File: src/rtl/friscv_cache_memfetcher.sv
// Instruction-cache block fetcher: turns prefetcher line requests into single-beat AXI4
// reads and returns each read completion to the cache as a one-cycle block write.
module friscv_cache_memfetcher #(
  parameter     NAME          = "memfetcher",
  parameter int AXI_ADDR_W    = 32,
  parameter int AXI_ID_W      = 8,
  parameter int AXI_DATA_W    = 128,
  parameter int CACHE_BLOCK_W = 128,
  parameter int OSTDREQ_NUM   = 4
)(
  input  logic                     aclk,
  input  logic                     aresetn,
  input  logic                     memctrl_arvalid,
  output logic                     memctrl_arready,
  input  logic [AXI_ADDR_W-1:0]    memctrl_araddr,
  input  logic [2:0]               memctrl_arprot,
  input  logic [AXI_ID_W-1:0]      memctrl_arid,
  output logic                     arvalid,
  input  logic                     arready,
  output logic [AXI_ADDR_W-1:0]    araddr,
  output logic [7:0]               arlen,
  output logic [2:0]               arsize,
  output logic [1:0]               arburst,
  output logic [2:0]               arprot,
  output logic [AXI_ID_W-1:0]      arid,
  input  logic                     rvalid,
  output logic                     rready,
  input  logic [AXI_ID_W-1:0]      rid,
  input  logic [1:0]               rresp,
  input  logic [AXI_DATA_W-1:0]    rdata,
  input  logic                     rlast,
  output logic                     mem_cpl_wr,
  output logic [AXI_ADDR_W-1:0]    mem_cpl_waddr,
  output logic [CACHE_BLOCK_W-1:0] mem_cpl_wdata,
  output logic [AXI_ID_W-1:0]      mem_cpl_rid,
  output logic                     rd_error
);

  localparam int ADDR_LSB_W = $clog2(AXI_DATA_W/8);
  localparam int PTR_W      = $clog2(OSTDREQ_NUM);
  localparam int CNT_W      = PTR_W + 1;

  typedef enum logic {AR_EMPTY, AR_PENDING} ar_state_t;

  ar_state_t               ar_state_reg, ar_state_next;
  logic                    rst_done_reg;
  logic [CNT_W-1:0]        count_reg, count_next;
  logic [PTR_W-1:0]        wr_ptr_reg, rd_ptr_reg;
  logic [AXI_ADDR_W-1:0]   addr_mem [OSTDREQ_NUM];
  logic [AXI_ID_W-1:0]     id_mem   [OSTDREQ_NUM];
  logic                    rready_reg;
  logic                    table_full, table_empty;
  logic                    push, pop;
  logic [AXI_ADDR_W-1:0]   aligned_addr;
  logic [AXI_ADDR_W-1:0]   araddr_reg;
  logic [AXI_ID_W-1:0]     arid_reg;
  logic [2:0]              arprot_reg;

  assign aligned_addr = {memctrl_araddr[AXI_ADDR_W-1:ADDR_LSB_W], {ADDR_LSB_W{1'b0}}};
  assign table_full   = (count_reg == CNT_W'(OSTDREQ_NUM));
  assign table_empty  = (count_reg == '0);

  // rst_done_reg keeps the request channel closed during and right after reset
  assign memctrl_arready = rst_done_reg && ((ar_state_reg == AR_EMPTY) || arready) && !table_full;
  assign push            = memctrl_arvalid && memctrl_arready;
  assign pop             = rvalid && rready_reg;

  assign arlen   = 8'd0;
  assign arsize  = 3'(ADDR_LSB_W);
  assign arburst = 2'b01;
  assign araddr  = araddr_reg;
  assign arid    = arid_reg;
  assign arprot  = arprot_reg;
  assign rready  = rready_reg;

  always_comb begin
    ar_state_next = ar_state_reg;
    arvalid       = (ar_state_reg == AR_PENDING);
    case (ar_state_reg)
      AR_EMPTY:   if (push) ar_state_next = AR_PENDING;
      AR_PENDING: if (!push && arready) ar_state_next = AR_EMPTY;
      default:    ar_state_next = AR_EMPTY;
    endcase
  end

  always_comb begin
    count_next = count_reg;
    case ({push, pop})
      2'b10:   count_next = count_reg + 1'b1;
      2'b01:   count_next = count_reg - 1'b1;
      default: count_next = count_reg;
    endcase
  end

  always_ff @(posedge aclk) begin
    if (!aresetn) begin
      ar_state_reg <= AR_EMPTY;
      rst_done_reg <= 1'b0;
      araddr_reg   <= '0;
      arid_reg     <= '0;
      arprot_reg   <= '0;
      count_reg    <= '0;
      wr_ptr_reg   <= '0;
      rd_ptr_reg   <= '0;
      rready_reg   <= 1'b0;
    end else begin
      ar_state_reg <= ar_state_next;
      rst_done_reg <= 1'b1;
      if (push) begin
        araddr_reg <= aligned_addr;
        arid_reg   <= memctrl_arid;
        arprot_reg <= memctrl_arprot;
        wr_ptr_reg <= wr_ptr_reg + 1'b1;
      end
      if (pop) rd_ptr_reg <= rd_ptr_reg + 1'b1;
      count_reg  <= count_next;
      // Rises only once the table has held an entry for a full cycle, drops as soon as it empties
      rready_reg <= (count_reg != '0) && (count_next != '0);
    end
  end

  always_ff @(posedge aclk) begin
    if (push) begin
      addr_mem[wr_ptr_reg] <= aligned_addr;
      id_mem[wr_ptr_reg]   <= memctrl_arid;
    end
  end

  always_ff @(posedge aclk) begin
    if (!aresetn) begin
      mem_cpl_wr    <= 1'b0;
      mem_cpl_waddr <= '0;
      mem_cpl_wdata <= '0;
      mem_cpl_rid   <= '0;
      rd_error      <= 1'b0;
    end else begin
      mem_cpl_wr <= pop;
      rd_error   <= pop && ((rid != id_mem[rd_ptr_reg]) || (rresp != 2'b00) || !rlast);
      if (pop) begin
        mem_cpl_waddr <= addr_mem[rd_ptr_reg];
        mem_cpl_wdata <= rdata;
        mem_cpl_rid   <= rid;
      end
    end
  end

`ifdef TRACE_CACHE
  always_ff @(posedge aclk) begin
    if (arvalid && arready)
      $display("[%s] %t AR addr=0x%0h id=0x%0h", NAME, $realtime, araddr, arid);
    if (mem_cpl_wr)
      $display("[%s] %t CPL addr=0x%0h id=0x%0h err=%0d", NAME, $realtime, mem_cpl_waddr, mem_cpl_rid, rd_error);
  end
`endif

endmodule

File: config.mk
export PLATFORM = sky130hd
export DESIGN_NAME = friscv_cache_memfetcher
export DESIGN_NICKNAME = d
export VERILOG_FILES = /design/src/rtl/friscv_cache_memfetcher.sv
export SDC_FILE = /design/constraint.sdc
export NUM_CORES = 1
export LEC_CHECK = 0
export CAP_MARGIN = 20
export CORE_MARGIN = 4
export CORE_UTILIZATION = 42
export CTS_CLUSTER_SIZE = 12
export DETAILED_ROUTE_END_ITERATION = 10
export PLACE_DENSITY_LB_ADDON = 0.3
export SKIP_LAST_GASP = 1
export SLEW_MARGIN = 10
export SYNTH_ARGS = -nofsm -noshare
export SYNTH_HDL_FRONTEND = slang
export SYNTH_SLANG_ARGS = --single-unit
File: constraint.sdc
create_clock -name aclk -period 2.3 [get_ports aclk]
set_input_delay 0.23 -clock aclk [delete_from_list [all_inputs] [get_ports aclk]]
set_output_delay 0.23 -clock aclk [all_outputs]
set_load 0.005 [all_outputs]
==> impl_table.tex, run 1 <==
\begin{tabular}{lr}
\hline
Metric & Value \\
\hline
\multicolumn{2}{l}{\textbf{Timing}} \\
\quad Final number of hold-violating endpoints & 0 \\
\quad Tmin final & 2.24 ns \\
\quad Setup TNS & 0 ns \\
\quad Clock tree skew after final layout & between 0.01 and 0.015 ns \\
\quad Final worst path period share & 0.974 \\
\quad Max Clock Freq & roughly 0.45 GHz \\
\quad Endpoints failing setup & 0 \\
\quad Slew @ Worst Pin & 0.903 ns \\
\quad Slew Limit Fails & 0 \\
\quad Normalized max-slew margin & 0.398 \\
\quad Unrepaired setup endpoints after global routing & yes \\
\multicolumn{2}{l}{\textbf{Setup path}} \\
\quad Most numerous cell on the critical path & inv\_4 \\
\quad Crit path required time & about 2.7 ns \\
\quad Data arrival time of the worst path & 2.68 ns \\
\quad CP max stage cell & dfxtp\_4 \\
\quad Ordered cell list for the critical path & inv\_4 > o311a\_4 > and2\_4 > inv\_4 > ha\_4 > inv\_2 > fa\_2 > xor2\_2 > or3\_1 > a21boi\_1 \\
\quad Type of destination of the critical path & flip-flop \\
\quad Startpoint Class & flip-flop \\
\quad Crit Path Max Fanout & 3 \\
\quad Kind of critical path & flip-flop to flip-flop \\
\quad Biggest cell delay along the critical path & 0.36 ns \\
\multicolumn{2}{l}{\textbf{Clock tree}} \\
\quad Worst-Skew Late Latency & 0.52 ns \\
\quad TritonCTS clock tree & yes \\
\quad Total of hold buffers inserted after clock tree synthesis & 0 \\
\quad H-tree levels & 2 \\
\quad CTS Sinks & roughly 360 \\
\quad Total clock buffers created by CTS & 39 \\
\quad Cell at the root of the clock tree & clkbuf\_16 \\
\quad Clock edge transition at the registers on the reported setup and hold paths & around 0.06 ns \\
\quad Bufs on Longest Clock Path & 3 \\
\multicolumn{2}{l}{\textbf{Power and ir drop}} \\
\quad Leakage power & $\sim$6.4 nW \\
\quad Sequential share of power & 0.484 \\
\quad Combinational share of power & 0.107 \\
\quad Part of the power in the clock network & 0.409 \\
\quad Switching power share of the total & 0.223 \\
\quad Net switching power & about 3.2 mW \\
\quad Pwr dens & roughly 760 nW/um2 \\
\quad Power Internal & 11.3 mW \\
\quad Worst vdd rail ir drop & around 0.58 mV \\
\multicolumn{2}{l}{\textbf{Global routing}} \\
\quad Pin count of the biggest net entering global routing & approximately 170 \\
\quad Overall fraction of global-route tracks in use & 0.202 \\
\quad Wire length of the first global-routing pass & about 56 mm \\
\quad Number of global-route vias before repair & 9659 \\
\quad GR Overflow Total & 0 \\
\quad Antenna violations before repair & 9 \\
\multicolumn{2}{l}{\textbf{Detailed routing}} \\
\quad Remaining number of nets flagged by the antenna check after routing & 0 \\
\quad Initial DRC count & around 450 \\
\quad Final routed wirelength across all metal layers & about 37 mm \\
\quad Overall via count from detail\_route & 9719 \\
\quad Detailed-routing iteration count for the pre-antenna-repair pass & 4 \\
\quad Vias per inst & 4.88 \\
\quad Routed length per instance & approximately 19 um \\
\quad Drt drc & 0 \\
\multicolumn{2}{l}{\textbf{Layout}} \\
\quad Post-layout utilization of the core & 0.603 \\
\quad Fillers & 2605 \\
\quad Register name with the most flops & mem\_cpl\_wdata \\
\quad Growth of design area from synthesis to finish & 41.3\% \\
\quad Largest registers & mem\_cpl\_wdata x128, addr\_mem x112, id\_mem x32 \\
\quad Max reg flops & between 100 and 150 \\
\quad Number of nets in the layout & roughly 1700 \\
\quad Ratio of cells with drive above 1 in the final layout & 0.0816 \\
\multicolumn{2}{l}{\textbf{Floorplan}} \\
\quad Core Region & about 32000 um2 \\
\quad Site row count & between 60 and 70 \\
\quad Area enclosed by the die boundary & about 35000 um2 \\
\quad Initial cell density of the core & 0.427 \\
\quad Die extent in x & approximately 190 um \\
\quad Top-level port count & about 420 \\
\quad Height of the die & around 190 um \\
\multicolumn{2}{l}{\textbf{Placement}} \\
\quad PortBufs & 390 \\
\quad Final HPWL from detailed placement & approximately 25 mm \\
\quad Routability cong. & 0.790 \\
\multicolumn{2}{l}{\textbf{Synth}} \\
\quad Number of storage elements in the synthesis netlist & between 300 and 400 \\
\quad Yosys cell types & 35 \\
\quad Share of the yosys chip area belonging to registers & 0.642 \\
\quad Count of yosys warnings during synthesis & 0 \\
\quad Per-instance average area after synthesis & around 11 um2 \\
\quad Post-synthesis cell count & 1174 \\
\quad Post-Synthesis Cell Area & about 13000 um2 \\
\multicolumn{2}{l}{\textbf{Worst hold path}} \\
\quad Tightest Hold Check Type & input pin to flip-flop \\
\multicolumn{2}{l}{\textbf{Run}} \\
\quad Max-cap check violation count & 0 \\
\multicolumn{2}{l}{\textbf{Outcome}} \\
\quad Status & complete, no violations \\
\hline
\end{tabular}
cells in the final DEF, fill, tap and decap left out, drive strengths merged, types with 21 or more instances in the layout:
cell type      count
a21boi           206
clkdlybuf4s50    389
mux4              34
clkbuf            59
nand2            414
buf               25
conb              21
dfxtp            217
edfxtp           144
worst max-delay path: cells and delay by family, from the launching register on:
family | cells | cell delay (ns)
DFF | 1 | 0.36
AOI/OAI and AO/OA | 2 | 0.49
xor gates and xnor gates | 1 | 0.20
and+or+nand+nor | 2 | 0.47
adders and majority gates | 2 | 0.50
buffers and inverters | 3 | 0.14
power groups by stage:
stage          clock network, mW  registers, mW  logic (mW)
2_1_floorplan                  0           7.15       0.651
3_3_place_gp                   0           7.14        1.55
3_5_place_dp                   0           7.15        1.57
4_1_cts                     6.11           7.01        1.58
5_1_grt                     6.38           7.04        1.69
6_report                    5.93           7.01        1.55
logic make-up after synthesis:
family / share of synthesized area
AND/OR/NAND/NOR: 0.124
flip-flops: 0.642
AO/OA/AOI/OAI: 0.119
buffers and inverters: 0.0382
multiplexers: 0.0607
XOR/XNOR: 0.00909
adder cells (fa/ha/maj): 0.00612
other: 0.000556
through the flow:
stage / std cells / area, um2 / power, mW / setup slack [ns] / hold WS [ns]
finish: 1992 / 19100 / 14.5 / 0.0595 / 0.197
global placement: 1911 / 17800 / 8.68 / -0.109 / 0.442
floorplan: 1193 / 13600 / 7.80 / -0.111 / 0.258
global route: 1991 / 19100 / 15.1 / -0.0211 / 0.214
CTS: 1982 / 19000 / 14.7 / 0.0182 / 0.186
detailed placement: 1911 / 17800 / 8.72 / -0.172 / 0.446
path summary, 6_finish.rpt:
| check | start | end | slack, ns | depth (start not counted) |
|---|---|---|---|---|
| setup / recovery | count_reg[2] | count_reg[2] | 0.06 | 10 |
| hold / removal | aresetn | mem_cpl_wdata[108] | 0.20 | 2 |
| setup reg to reg | count_reg[2] | count_reg[2] | 0.06 | 10 |
| hold reg to reg | arid[2] | arid[2] | 0.45 | 2 |
cell usage after synthesis, drive strengths merged:
cell | number | area share
a21boi | 206 | 0.11
and2 | 7 | 0.0032
and3 | 5 | 0.0023
buf | 37 | 0.018
clkbuf | 60 | 0.017
conb | 2 | 0.00056
dfxtp | 217 | 0.32
edfxtp | 144 | 0.32
fa | 1 | 0.0015
ha | 5 | 0.0046
inv | 9 | 0.0025
mux2 | 2 | 0.0017
mux2i | 2 | 0.0015
mux4 | 34 | 0.058
nand2 | 414 | 0.12
nand2b | 2 | 0.00093
nand4 | 1 | 0.00046
nand4b | 1 | 0.00065
nor2 | 1 | 0.00028
nor4 | 1 | 0.00046
o21a | 1 | 0.00056
o21ai | 3 | 0.0011
o221ai | 1 | 0.00065
o311a | 2 | 0.0015
o32ai | 1 | 0.00065
or3 | 1 | 0.00046
xnor2 | 10 | 0.0065
xor2 | 4 | 0.0026
routing by layer:
| layer | vias to the layer above | global-route usage | share of wire |
|---|---|---|---|
| li1 | 4698 | - | - |
| met1 | 4638 | 0.222 | 0.38 |
| met2 | 304 | 0.369 | 0.52 |
| met3 | 77 | 0.0528 | 0.065 |
| met4 | 2 | 0.0865 | 0.038 |
| met5 | - | 0 | 0.00046 |
final cells by class:
type,count,area [um2],area share
multi-input combinational,726,4430,0.232
timing repair buffer,414,4170,0.219
clock buffer,59,1130,0.0590
clock inverter,12,97.6,0.00512
antenna,9,22.5,0.00118
inverter,9,43.8,0.00230
sequential,361,8670,0.455
tap,402,503,0.0264
repair_timing:
action | in CTS | in global routing
gates resized for setup | 0 | 2
setup buffers | 0 | 1
endpoints found under the setup margin | 0 | 2
No activity file was read; power rests on OpenSTA's default activity.
==> run 2, diff against run 1 <==
Settings changed: CORE_UTILIZATION 42 to 44, CTS_BUF_LIST set to sky130_fd_sc_hd__clkbuf_8.
==> run 2 against run 1 <==
Net effect:
- critical path type unchanged
- power is 2.8% lower
- final cell count up 1.1%
- flip-flop and latch count unchanged
==> impl_table.tex, run 2 (synthesis gave the netlist of run 1 again) <==
\begin{tabular}{lr}
\hline
Metric & Value \\
\hline
\multicolumn{2}{l}{\textbf{Layout}} \\
\quad Register name with the most flops & mem\_cpl\_wdata \\
\quad Most common library cell in the layout ignoring fill and taps & nand2\_1 \\
\quad Post-layout utilization of the core & 0.636 \\
\quad Growth of design area from synthesis to finish & 41.1\% \\
\quad Largest registers & mem\_cpl\_wdata x128, addr\_mem x112, id\_mem x32 \\
\quad Ratio of cells with drive above 1 in the final layout & 0.0989 \\
\quad Most frequent cells in the layout & nand2\_1 (413), clkdlybuf4s50\_1 (388), dfxtp\_1 (214), a21boi\_0 (198), edfxtp\_1 (144) \\
\quad Number of nets in the layout & roughly 1800 \\
\quad Max reg flops & $\sim$130 \\
\multicolumn{2}{l}{\textbf{Power and ir drop}} \\
\quad Power Internal & approximately 11 mW \\
\quad Net switching power & 3.26 mW \\
\quad Pwr dens & roughly 740 nW/um2 \\
\quad Leakage power & 6.47 nW \\
\quad Sequential share of power & 0.497 \\
\quad Worst vdd rail ir drop & 0.562 mV \\
\quad Part of the power in the clock network & 0.392 \\
\quad Overall power of the completed layout & about 14 mW \\
\quad Switching power share of the total & 0.231 \\
\quad Combinational share of power & 0.111 \\
\multicolumn{2}{l}{\textbf{Timing}} \\
\quad Setup TNS & 0 ns \\
\quad Tmin final & 2.20 ns \\
\quad Clock tree skew after final layout & 0.0187 ns \\
\quad Final worst path period share & 0.957 \\
\quad Slew @ Worst Pin & 0.976 ns \\
\quad Final number of hold-violating endpoints & 0 \\
\quad Minimum hold slack & 0.0455 ns \\
\quad Slew Limit Fails & 0 \\
\quad Max Clock Freq & approximately 0.45 GHz \\
\quad Endpoints failing setup & 0 \\
\quad Unrepaired setup endpoints after global routing & no \\
\quad Normalized max-slew margin & 0.349 \\
\multicolumn{2}{l}{\textbf{Worst hold path}} \\
\quad Tightest Hold Check Type & input pin to flip-flop \\
\quad Number of stages on the worst hold path & 2 \\
\quad Worst hold path startpoint & aresetn \\
\multicolumn{2}{l}{\textbf{Placement}} \\
\quad Final HPWL from detailed placement & approximately 25 mm \\
\quad PortBufs & a little under 400 \\
\quad Routability cong. & 0.815 \\
\multicolumn{2}{l}{\textbf{Detailed routing}} \\
\quad Overall via count from detail\_route & 9876 \\
\quad Drt drc & 0 \\
\quad Vias per inst & $\sim$5 \\
\quad Final routed wirelength across all metal layers & around 37 mm \\
\quad Routed length per instance & 18.3 um \\
\quad Initial DRC count & 480 \\
\quad Remaining number of nets flagged by the antenna check after routing & 0 \\
\quad Detailed-routing iteration count for the pre-antenna-repair pass & 4 \\
\multicolumn{2}{l}{\textbf{Global routing}} \\
\quad GR Overflow Total & 0 \\
\quad Antenna violations before repair & 7 \\
\quad Overall fraction of global-route tracks in use & 0.210 \\
\quad Number of global-route vias before repair & approximately 10000 \\
\quad Pin count of the biggest net entering global routing & $\sim$170 \\
\quad Wire length of the first global-routing pass & between 50 and 60 mm \\
\multicolumn{2}{l}{\textbf{Floorplan}} \\
\quad Top-level port count & about 420 \\
\quad Initial cell density of the core & 0.451 \\
\quad Height of the die & about 180 um \\
\quad Area enclosed by the die boundary & about 34000 um2 \\
\quad Core Region & $\sim$30000 um2 \\
\quad Site row count & 63 \\
\quad Die extent in x & 183 um \\
\multicolumn{2}{l}{\textbf{Setup path}} \\
\quad Crit path required time & around 2.8 ns \\
\quad Startpoint Class & flip-flop \\
\quad Data arrival time of the worst path & $\sim$2.7 ns \\
\quad Crit Path Max Fanout & 4 \\
\quad Kind of critical path & flip-flop to flip-flop \\
\quad Reg2reg path depth & 10 \\
\quad Launch instance of the worst register-to-register path & count\_reg[2] \\
\quad Type of destination of the critical path & flip-flop \\
\quad Critical path origin & count\_reg[2] \\
\multicolumn{2}{l}{\textbf{Outcome}} \\
\quad Status & complete, no violations \\
\multicolumn{2}{l}{\textbf{Clock tree}} \\
\quad Clock edge transition at the registers on the reported setup and hold paths & approximately 0.06 ns \\
\quad TritonCTS clock tree & yes \\
\quad Total of hold buffers inserted after clock tree synthesis & 0 \\
\quad Total clock buffers created by CTS & between 50 and 60 \\
\quad Cell at the root of the clock tree & clkbuf\_8 \\
\quad CTS Sinks & 361 \\
\quad H-tree levels & 2 \\
\quad Worst-Skew Late Latency & roughly 0.59 ns \\
\quad Bufs on Longest Clock Path & 3 \\
\multicolumn{2}{l}{\textbf{Run}} \\
\quad Max-cap check violation count & 0 \\
\hline
\end{tabular}
## run 2: cell count changes in the layout (fill, tap and decap cells not counted), sizes merged, moves of 3 or more
cell,delta
inv,+16
clkbuf,+17
clkinv,+5
diode,-3
## run 2: cell type report
| class | count | area, um2 |
|---|---|---|
| sequential | 361 | 8670 |
| antenna | 6 | 15.0 |
| tap | 390 | 488 |
| clock inverter | 33 | 168 |
| fill | 2391 | 10900 |
| inverter | 9 | 41.3 |
| multi-input combinational | 726 | 4430 |
| timing repair buffer | 413 | 4180 |
| clock buffer | 76 | 1050 |
## run 2: worst paths after layout
kind	endpoint	slack, ns
min reg2reg	arid[0]	0.46
min	arid[3]	0.05
max reg2reg	count_reg[2]	0.1
max	count_reg[2]	0.1
## run 2: layer usage
metal  GRT usage  vias up  part of all wire
met3      0.0587       83             0.073
li1            -     4753                 -
met2       0.376      319              0.52
met4      0.0897        2             0.034
met1       0.233     4719              0.37
met5           0        -           0.00019
## run 2: timing repair
| item | CTS | global route |
|---|---|---|
| buffers inserted | 0 | 0 |
| endpoints found under the setup margin | 0 | 2 |
| gates resized for setup | 0 | 1 |
## run 2: stage by stage
| stage | area [um2] | instances | worst slack (ns) |
|---|---|---|---|
| global placement | 17800 | 1899 | -0.0783 |
| finish | 19000 | 2014 | 0.0978 |
| global route | 19000 | 2014 | 0.0234 |
| detailed placement | 17800 | 1899 | -0.122 |
| CTS | 19000 | 2008 | 0.0424 |
| floorplan | 13600 | 1193 | -0.111 |
## run 2: worst max-delay path: stages, from the launching register on
cell and delay, ns:
dfxtp_2 0.35, inv_2 0.05, o311a_4 0.37, and2_4 0.15, inv_4 0.06, ha_4 0.13
inv_2 0.04, fa_2 0.36, xor2_2 0.17, or3_1 0.31, a21boi_1 0.14
## run 2: power groups by stage
stage | clock (mW) | sequential [mW] | combinational (mW)
after floorplan | 0 | 7.15 | 0.651
after global placement | 0 | 7.13 | 1.55
after detailed placement | 0 | 7.14 | 1.58
after CTS | 5.67 | 7.01 | 1.59
after global routing | 6.00 | 7.03 | 1.70
final | 5.53 | 7.01 | 1.56
